<file path="config.mk">
export PLATFORM = sky130hd
export DESIGN_NAME = or_atom_engine
export DESIGN_NICKNAME = d
export VERILOG_FILES = /design/src/rtl/or_atom_engine.sv
export SDC_FILE = /design/constraint.sdc
export NUM_CORES = 1
export LEC_CHECK = 0
export ABC_AREA = 1
export BUFFER_PORTS_ARGS = -buffer_cell sky130_fd_sc_hd__buf_2
export CAP_MARGIN = 40
export CORE_MARGIN = 1.5
export CORE_UTILIZATION = 55
export CTS_BUF_LIST = sky130_fd_sc_hd__clkbuf_8 sky130_fd_sc_hd__clkbuf_16
export DETAILED_ROUTE_END_ITERATION = 8
export MAX_ROUTING_LAYER = met4
export PLACE_DENSITY = 0.78
export SLEW_MARGIN = 20
export SYNTH_ARGS = -nofsm -noshare
export SYNTH_HDL_FRONTEND = slang
export SYNTH_SLANG_ARGS = --single-unit
</file>
<file path="constraint.sdc">
create_clock -name clk -period 4.7 [get_ports clk]
set_input_delay 0.705 -clock clk [delete_from_list [all_inputs] [get_ports clk]]
set_output_delay 0.705 -clock clk [all_outputs]
set_load 0.05 [all_outputs]
</file>
<file path="src/rtl/or_atom_engine.sv">
// Avalon-MM read master that reduces a block of words with bitwise OR.
// Issues one read at a time, walks the address range, and reports the result on done.
module or_atom_engine #(
    parameter int DATA_W = 8,
    parameter int ADDR_W = 8,
    parameter int LEN_W  = 8
) (
    input  logic              clk,
    input  logic              reset_n,
    input  logic              en,
    input  logic [ADDR_W-1:0] base_addr,
    input  logic [LEN_W-1:0]  length,
    output logic              done,
    output logic              busy,
    output logic [DATA_W-1:0] result,
    output logic [ADDR_W-1:0] avm_address,
    output logic              avm_read,
    input  logic [DATA_W-1:0] avm_readdata,
    input  logic              avm_waitrequest,
    input  logic              avm_readdatavalid
);

    typedef enum logic [1:0] {
        IDLE = 2'd0,
        REQ  = 2'd1,
        WAIT = 2'd2,
        DONE = 2'd3
    } state_t;

    state_t             state;
    logic [ADDR_W-1:0]  addr;
    logic [LEN_W-1:0]   remaining;
    logic [DATA_W-1:0]  acc;
    logic               accepted;
    logic [DATA_W-1:0]  acc_next;

    function automatic logic [DATA_W-1:0] or_merge(input logic [DATA_W-1:0] a,
                                                   input logic [DATA_W-1:0] b);
        return a | b;
    endfunction

    function automatic logic last_word(input logic [LEN_W-1:0] cnt);
        return cnt == LEN_W'(1);
    endfunction

    // The address register drives the bus directly, so it is stable during stalls.
    assign avm_address = addr;
    assign accepted    = avm_read && !avm_waitrequest;
    assign acc_next    = or_merge(acc, avm_readdata);

    always_ff @(posedge clk or negedge reset_n) begin
        if (!reset_n) begin
            state     <= IDLE;
            addr      <= '0;
            remaining <= '0;
            acc       <= '0;
            result    <= '0;
            done      <= 1'b0;
            busy      <= 1'b0;
            avm_read  <= 1'b0;
        end else begin
            case (state)
                IDLE: begin
                    if (en) begin
                        addr      <= base_addr;
                        remaining <= length;
                        acc       <= '0;
                        if (length == '0) begin
                            state  <= DONE;
                            result <= '0;
                            done   <= 1'b1;
                        end else begin
                            state    <= REQ;
                            busy     <= 1'b1;
                            avm_read <= 1'b1;
                        end
                    end
                end

                // A stalled request is never withdrawn; abort only once it is accepted.
                REQ: begin
                    if (accepted) begin
                        addr     <= addr + ADDR_W'(1);
                        avm_read <= 1'b0;
                        if (en) begin
                            state <= WAIT;
                        end else begin
                            state <= IDLE;
                            busy  <= 1'b0;
                        end
                    end
                end

                WAIT: begin
                    if (avm_readdatavalid) begin
                        if (!en) begin
                            state <= IDLE;
                            busy  <= 1'b0;
                        end else begin
                            acc       <= acc_next;
                            remaining <= remaining - LEN_W'(1);
                            if (last_word(remaining)) begin
                                state  <= DONE;
                                result <= acc_next;
                                done   <= 1'b1;
                                busy   <= 1'b0;
                            end else begin
                                state    <= REQ;
                                avm_read <= 1'b1;
                            end
                        end
                    end
                end

                DONE: begin
                    if (!en) begin
                        state <= IDLE;
                        done  <= 1'b0;
                    end
                end

                default: begin
                    state    <= IDLE;
                    done     <= 1'b0;
                    busy     <= 1'b0;
                    avm_read <= 1'b0;
                end
            endcase
        end
    end

endmodule

</file>
# --- Yosys cells after proc, flatten, opt, wreduce, memory -nomap -nowiden ---
# Index checks and enable logic that the tools add are counted.
totals:
  reg_bits: 37
  word_cells: 86
classes:
  reduce_logical: 15
  muxes: 45
  eq_ne: 15
  n_addsub: 2
  n_bitwise: 1
op_table:
  columns: ["op", "n"]
  rows:
  - ["$mux 8", 13]
  - ["$pmux 8 s2", 4]
  - ["$reduce_and 7->1", 3]
  - ["$ne 2x2->1 const B", 10]
  - ["$mux 1", 16]
  - ["$mux 2", 8]
  - ["$pmux 1 s3", 3]
  - ["$add 8x1->8 const B", 1]
  - ["$eq 8x1->1 const B", 1]
  - ["$logic_not 8->1", 1]
  - ["$or 8x8->8", 1]
  - ["$pmux 2 s4", 1]
  - ["$reduce_and 4->1", 2]
  - ["$sub 8x1->8 const B", 1]
  - ["$reduce_and 6->1", 1]
  - ["$reduce_bool 3->1", 2]
  - ["$eq 2x2->1 const B", 2]
  - ["$reduce_bool 2->1", 2]
  - ["$ne 3x3->1 const B", 1]
  - ["$reduce_and 3->1", 1]
  - ["$eq 2x1->1 const B", 1]
  - ["$logic_not 2->1", 1]
  - ["$logic_and 1x1->1", 1]
  - ["$logic_not 1->1", 1]

# --- Depth between registers and ports, before layout ---
# Gate-level depths: netlist of the first run.
depth:
  depth_word: 5
  depth_mapped: 11

# --- Worst setup path after synthesis of the first run ---
# OpenSTA, ideal clock, no wires.
synth_path:
  path_kind: "reg2reg"
  from: "register addr[0], in the netlist avm_address[0]"
  to: "register addr[6], in the netlist avm_address[6]"
  arrival_ns: 1.464
  path_slack_ns: 3.113
  stages_incl_launch_ff: 8
  n_path_buf: 0
  cell_sequence: "dfrtp_1 ha_1 nand2_1 inv_1 nand3_1 xnor2_1 o21ai_0 nand2_1"
synth_between:
  elab_chain_cells: 3
synth_rtl:
  columns: ["item", "line_no", "text"]
  rows:
  - ["start: declaration", "31", "logic [ADDR_W-1:0] addr;"]
  - ["start signal: assignment", "65", "addr <= base_addr;"]
  - ["start signal: assignment", "83", "addr <= addr + ADDR_W'(1);"]
  - ["$add 8x1->8", "83", null]
  - ["$mux 8", "82", "if (accepted) begin"]
  - ["$pmux 8 s2", "62", "case (state)"]
# No other way between the ends. The select of a mux whose other input is x is not followed.
# A chain may end at the register's enable or synchronous reset.

# --- Worst setup path after layout of the first run ---
layout_path:
  from: "register state[0]"
  to: "register remaining[4]"
layout_between:
  elab_chain_cells: 3
  word_cells_on_any_way: 8
  cone_classes: "4 x eq/ne; 1 x mux; 3 x reduce/logical"
layout_rtl:
  columns: ["item", "line_no", "text"]
  rows:
  - ["start: declaration", "30", "state_t state;"]
  - ["start signal: assignment", "53", "state <= IDLE;"]
  - ["start signal: assignment", "69", "state <= DONE;"]
  - ["start signal: assignment", "73", "state <= REQ;"]
  - ["$eq 2x2->1 or $logic_not 2->1 (tied branches)", "62", null]
  - ["$ne 2x2->1 (no line) or $reduce_bool 2->1 (tied branches)", null, null]
  - ["$reduce_and 4->1 (no line)", null, null]
  - ["end signal: assignment", "66", "remaining <= length;"]
  - ["end signal: assignment", "101", "remaining <= remaining - LEN_W'(1);"]
  - ["end: declaration", "32", "logic [LEN_W-1:0] remaining;"]
# Several ways; a longest one is shown, not always the timed one.

==> flow_metrics.py, run 1 <==
metrics = {
    "route": {
        "first_pass_iters": 5,
        "num_vias": 2064,
        "wl_per_cell_um": 12.0,
        "via_per_inst": 5.15,
        "drc_errors": 0,
        "drt_iter0_drc": 109,
        "drtAntennaViolNets": 0,
        "routed_wl_um": 4820,
    },
    "grt": {
        "first_global_vias": 1870,
        "grt_use_total": 0.248,
        "grt.overflow.total": 0,
        "grt_pass1_wl_um": 8280,
        "antenna_found_initial": 0,
        "grt_start_max_net_pins": 23,
    },
    "worst_setup_path": {
        "endpoint": "remaining[4]",
        "reg2regPathDepth": 8,
        "r2r_slack_ns": 2.55,
        "critPathTopFamily": "adder cells",
        "crit_path_max_incr_delay_ns": 0.62,
        "cp.arrival_ns": 2.33,
        "crit_chain": "inv_1 > ha_1 > nor2_4 > nor2_8 > nand2_4 > clkinv_4 > o21ai_1 > a21o_1",
        "path_max_fanout": 19,
        "cpMaxStageDelayCell": "ha_1",
        "cp-end-kind": "register",
        "cp_num_buf_inv": 2,
        "startpoint_type": "register",
        "path_depth": 8,
        "required_ns": 4.88,
        "r2r-end": "remaining[4]",
        "r2r-start": "state[0]",
        "path_class": "reg -> reg",
        "startpoint": "state[0]",
    },
    "floorplanning": {
        "dieArea_um2": 4460,
        "io_pins": 48,
        "die_x_um": 66.8,
        "fp.dieH_um": 66.8,
        "coreArea_um2": 3940,
        "start_util": 0.568,
        "num_rows": 23,
    },
    "clocking": {
        "cts_tree": "yes",
        "cts-resized-gates": 0,
        "clock-sinks": 37,
        "cts.clk_slew.worst_paths_ns": 0.08,
        "clkLatencyLatePin_ns": 0.29,
        "htreeDepth": 2,
        "postCtsSetupRepairBufs": 0,
        "cts_buffers": 5,
        "cts_max_path_buffers": 2,
        "clockRootBuffer": "clkbuf_8",
        "holdBufCountCts": 0,
    },
    "yosys": {
        "netlist_area_um2": 2240,
        "synth-edff-count": 0,
        "synth_cell_types": 32,
        "synth-main-ff-cell": "dfrtp_1",
        "ys_top_cells_by_area": "dfrtp_1, nand2_1, nor2_1, ha_1, inv_1",
        "yosysSeqAreaShare": 0.414,
        "yosys.area.top_type": "dfrtp_1",
        "ys_warn_count": 0,
        "async_reset_ff_frac": 1.00,
        "synth-seq-cells": 37,
        "synth_top_area_frac": 0.414,
        "synth_fp_nets": 341,
        "syn-mean-instance-area_um2": 7.39,
        "syn_inst": 303,
    },
    "place": {
        "routabilityCongestion": 0.875,
        "portBuffers": 47,
        "hpwlAfterDp_um": 3530,
    },
    "timing": {
        "hold_viol_final": 0,
        "setup-violations-final": 0,
        "final.setup.tns_ns": 0,
        "period_share": 0.458,
        "rsz0062_at_grt": "false",
        "skew_ns": 0.00966,
        "slew_violations": 0,
        "relSlewSlack": 0.534,
        "post-route-min-period_ns": 2.15,
        "tightest_slew_ns": 0.698,
        "fmax_mhz": 465,
    },
    "final_layout": {
        "antenna_cells": 0,
        "drive_gt1_frac": 0.199,
        "syn2layout_area_growth_pct": 17.4,
        "nets": 388,
    },
    "power": {
        "p_leak_nw": 1.42,
        "p_per_area_nw_per_um2": 770,
        "ir_worst_vdd_uv": 415,
        "power.total_mw": 2.02,
    },
    "run_status": {
        "outcome": "complete, no violations",
    },
    "min_path": {
        "min_path_type": "in -> async",
    },
    "run": {
        "drv_cap": 0,
    },
}
[per-layer routing]
layer  global-route usage  vias to the layer above  part of all wire
li1                     -                     1063                 -
met1                0.321                      933              0.47
met2                0.393                       61              0.46
met3               0.0574                        7             0.052
met4               0.0714                        0             0.013
met5                    -                        -                 0
[synth_stat cells (3+ instances only)]
| master | n |
|---|---|
| a21oi_1 | 4 |
| dfrtp_1 | 37 |
| ha_1 | 9 |
| inv_1 | 23 |
| nand2_1 | 95 |
| nand3_1 | 10 |
| nand4_1 | 12 |
| nor2_1 | 50 |
| nor3_1 | 3 |
| o21ai_0 | 17 |
| o21ai_1 | 7 |
| o22ai_1 | 3 |
| xor2_1 | 5 |
[state kept, by name (all words and copies together) (netlist names)]
signal       count
avm_address      8
remaining        8
acc              8
done             1
avm_read         1
busy             1
state            2
result           8
[cells by family after synthesis]
kind of cell | Yosys count | share of synthesized area
buffers and inverters | 34 | 0.0704
adders and majority gates | 9 | 0.0503
AOI/OAI and AO/OA | 38 | 0.0950
and+or+nand+nor | 179 | 0.347
DFF | 37 | 0.414
xor gates and xnor gates | 6 | 0.0235
[how the worst min path moves through the flow]
stage | startpoint | to | depth (start not counted)
final | reset_n | avm_read | 1
after global routing | reset_n | avm_read | 1
after CTS | reset_n | avm_read | 1
after detailed placement | busy | busy | 2
after global placement | busy | busy | 2
after floorplan | reset_n | acc[0] | 0
[cell usage in the layout, fill, tap and decap left out, types with 2 or more instances in the layout]
cell	netlist	layout
nor2_4	2	2
a21oi_2	2	2
nand3_1	10	10
xor2_1	5	5
inv_2	2	2
nand2_2	2	2
buf_2	2	47
o22ai_1	3	3
ha_1	9	9
nand2_1	95	95
nor2_1	50	50
o21ai_1	7	7
clkbuf_8	0	6
a31oi_1	2	2
nor3_1	3	3
dfrtp_1	37	37
nand4_1	12	12
inv_1	23	23
o21ai_0	17	17
a21oi_1	4	4
[report_power, final]
part	total, mW	switching (mW)	internal (mW)
sequential	0.592	0.121	0.471
combinational	1.14	0.814	0.325
clock	0.294	0.121	0.173
[cell type report]
cell class              instances  area [µm²]
fillers                       348        1310
multi-input cells             232        1150
flip-flops and latches         37         926
repair buffers                 48         263
inverters                      26         103
clock buffers                   6        82.6
well taps                      50        62.6
clock inverters                 2        37.5
[metrics by stage]
| step | utilization | setup slack (ns) | hold WS, ns | std cells | instance area, µm² |
|---|---|---|---|---|---|
| final | 0.667 | 2.55 | 0.325 | 401 | 2630 |
| after global routing | 0.667 | 2.35 | 0.348 | 401 | 2630 |
| after CTS | 0.667 | 2.58 | 0.339 | 401 | 2630 |
| after detailed placement | 0.636 | 2.59 | 0.453 | 393 | 2510 |
| after global placement | 0.629 | 2.67 | 0.449 | 392 | 2480 |
| after floorplan | - | 3.11 | 0.409 | 303 | 2240 |
(Power assumes the default switching activity.)
==> inputs of run 2 (changes only) <==
--- a/config.mk
+++ b/config.mk
@@ -9,11 +9,11 @@
 export BUFFER_PORTS_ARGS = -buffer_cell sky130_fd_sc_hd__buf_2
 export CAP_MARGIN = 40
 export CORE_MARGIN = 1.5
-export CORE_UTILIZATION = 55
+export CORE_UTILIZATION = 54
 export CTS_BUF_LIST = sky130_fd_sc_hd__clkbuf_8 sky130_fd_sc_hd__clkbuf_16
 export DETAILED_ROUTE_END_ITERATION = 8
 export MAX_ROUTING_LAYER = met4
-export PLACE_DENSITY = 0.78
+export PLACE_DENSITY = 0.77
 export SLEW_MARGIN = 20
 export SYNTH_ARGS = -nofsm -noshare
 export SYNTH_HDL_FRONTEND = slang
==> constraint.sdc (replaced) <==
create_clock -name clk -period 2.2 [get_ports clk]
set_input_delay 0.33 -clock clk [delete_from_list [all_inputs] [get_ports clk]]
set_output_delay 0.33 -clock clk [all_outputs]
set_load 0.05 [all_outputs]
==> run 2 against run 1 <==
  * First-iteration DRC count down 11%
  * Non-clock buffer count up 4
  * Design area up 1.2%
  * Die area up 1.8%
  * Maximum frequency up 15%
  * Cell count up 1.0%
  * Largest power group unchanged
  * Clock-buffer cell count unchanged
  * Wire length down 0.44%
  * Setup slack worse by 2.2 ns
  * Combinational power up 110%
  * Critical path depth unchanged
==> flow_metrics.py, run 2 (synthesis gave the netlist of run 1 again) <==
metrics = {
    "run_status": {
        "outcome": "complete, no violations",
    },
    "timing": {
        "period_share": 0.848,
        "setup_ws_ns": 0.334,
        "hold_viol_final": 0,
        "final.setup.tns_ns": 0,
        "setup-violations-final": 0,
        "fmax_mhz": 536,
        "slew_violations": 0,
        "relSlewSlack": 0.677,
        "tightest_slew_ns": 0.484,
        "skew_ns": 0.00670,
        "post-route-min-period_ns": 1.87,
        "rsz0062_at_grt": "false",
        "hold_ws_ns": 0.299,
    },
    "final_layout": {
        "nets": 392,
        "drive_gt1_frac": 0.206,
        "design_area_um2": 2660,
        "antenna_cells": 0,
        "final_common_cell": "nand2_1",
        "final_cell_mix": "nand2_1, nor2_1, buf_2, dfrtp_1, inv_1",
        "final_core_util": 0.665,
        "final_cells": 405,
        "syn2layout_area_growth_pct": 18.9,
    },
    "worst_setup_path": {
        "cpMaxStageDelayCell": "dfrtp_1",
        "cp.arrival_ns": 2.05,
        "reg2regPathDepth": 8,
        "r2r_slack_ns": 0.33,
        "required_ns": 2.38,
        "r2r-start": "state[1]",
        "path_class": "reg -> reg",
        "crit_path_max_incr_delay_ns": 0.43,
        "cp-end-kind": "register",
        "startpoint_type": "register",
        "path_max_fanout": 19,
        "crit_chain": "inv_1 > ha_1 > nor2_4 > nor2_8 > nand2_4 > clkinv_4 > o21ai_1 > a21o_1",
        "r2r-end": "remaining[4]",
    },
    "run": {
        "drv_cap": 0,
    },
    "clocking": {
        "cts_tree": "yes",
        "clock-sinks": 37,
        "cts.clk_slew.worst_paths_ns": 0.08,
        "clkLatencyLatePin_ns": 0.29,
        "clockRootBuffer": "clkbuf_8",
        "cts_max_path_buffers": 2,
        "cts-resized-gates": 0,
        "cts_buffers": 5,
        "htreeDepth": 2,
    },
    "place": {
        "placed_cells": 396,
        "place_ws_ns": 0.340,
        "placed_area_um2": 2530,
        "routabilityCongestion": 0.912,
        "hpwlAfterDp_um": 3650,
        "portBuffers": 47,
    },
    "floorplanning": {
        "num_rows": 23,
        "dieArea_um2": 4540,
        "fp.dieH_um": 67.4,
        "start_util": 0.560,
        "coreArea_um2": 4000,
        "io_pins": 48,
        "die_x_um": 67.4,
    },
    "route": {
        "wl_per_cell_um": 11.9,
        "first_pass_iters": 4,
        "routed_wl_um": 4800,
        "num_vias": 2078,
        "via_per_inst": 5.13,
        "drt_iter0_drc": 97,
        "drtAntennaViolNets": 0,
        "drc_errors": 0,
    },
    "power": {
        "ir_worst_vdd_uv": 730,
        "p_leak_nw": 1.44,
        "p_per_area_nw_per_um2": 1630,
        "power.total_mw": 4.34,
    },
    "grt": {
        "first_global_vias": 1768,
        "grt_start_max_net_pins": 21,
        "grt_use_total": 0.238,
        "grt_pass1_wl_um": 7870,
        "grt.overflow.total": 0,
        "antenna_found_initial": 0,
    },
    "min_path": {
        "min_path_type": "in -> reg",
        "worstHoldPathCells": 3,
        "min_from": "base_addr[1]",
        "hold_end": "avm_address[1]",
    },
}
-- run 2: cell types whose count changed in the layout (fill, tap and decap cells not counted) --
cell	change
dlygate4sd3_1	+1
buf_4	+3
-- run 2: layout make-up --
type	count	area, µm²
clock buffers	6	82.6
repair buffers	52	295
inverters	26	103
fillers	370	1340
well taps	50	62.6
clock inverters	2	37.5
multi-input cells	232	1150
flip-flops and latches	37	926
-- run 2: worst max path at each step --
stage,start,end
6_report,state[1],remaining[4]
5_1_grt,state[1],avm_address[5]
4_1_cts,state[1],remaining[4]
3_5_place_dp,state[0],remaining[4]
3_3_place_gp,state[0],remaining[4]
2_1_floorplan,avm_address[0],avm_address[6]
-- run 2: what timing repair did --
item	4_1_cts	5_1_grt
setup buffers	0	0
setup endpoints to repair	0	0
endpoints found under the hold margin	17	0
hold buffers	1	0
-- run 2: worst max-delay path: cells and delay by family (launching register included) --
| family | cells | cell delay, ns |
|---|---|---|
| DFF | 1 | 0.43 |
| adders and majority gates | 1 | 0.39 |
| and+or+nand+nor | 3 | 0.40 |
| AOI/OAI and AO/OA | 2 | 0.25 |
| buffers and inverters | 2 | 0.28 |
-- run 2: power by group --
part | total [mW] | switching [mW] | internal [mW]
logic | 2.45 | 1.72 | 0.726
registers | 1.27 | 0.260 | 1.01
clock network | 0.623 | 0.254 | 0.369
total | 4.34 | 2.23 | 2.10
-- run 2: routing by layer --
metal	track usage	vias up	routed length (µm)
met1	0.293	945	2210
met2	0.399	51	2340
met5	-	-	0
li1	-	1075	-
met4	0.0612	0	51
met3	0.0500	7	206
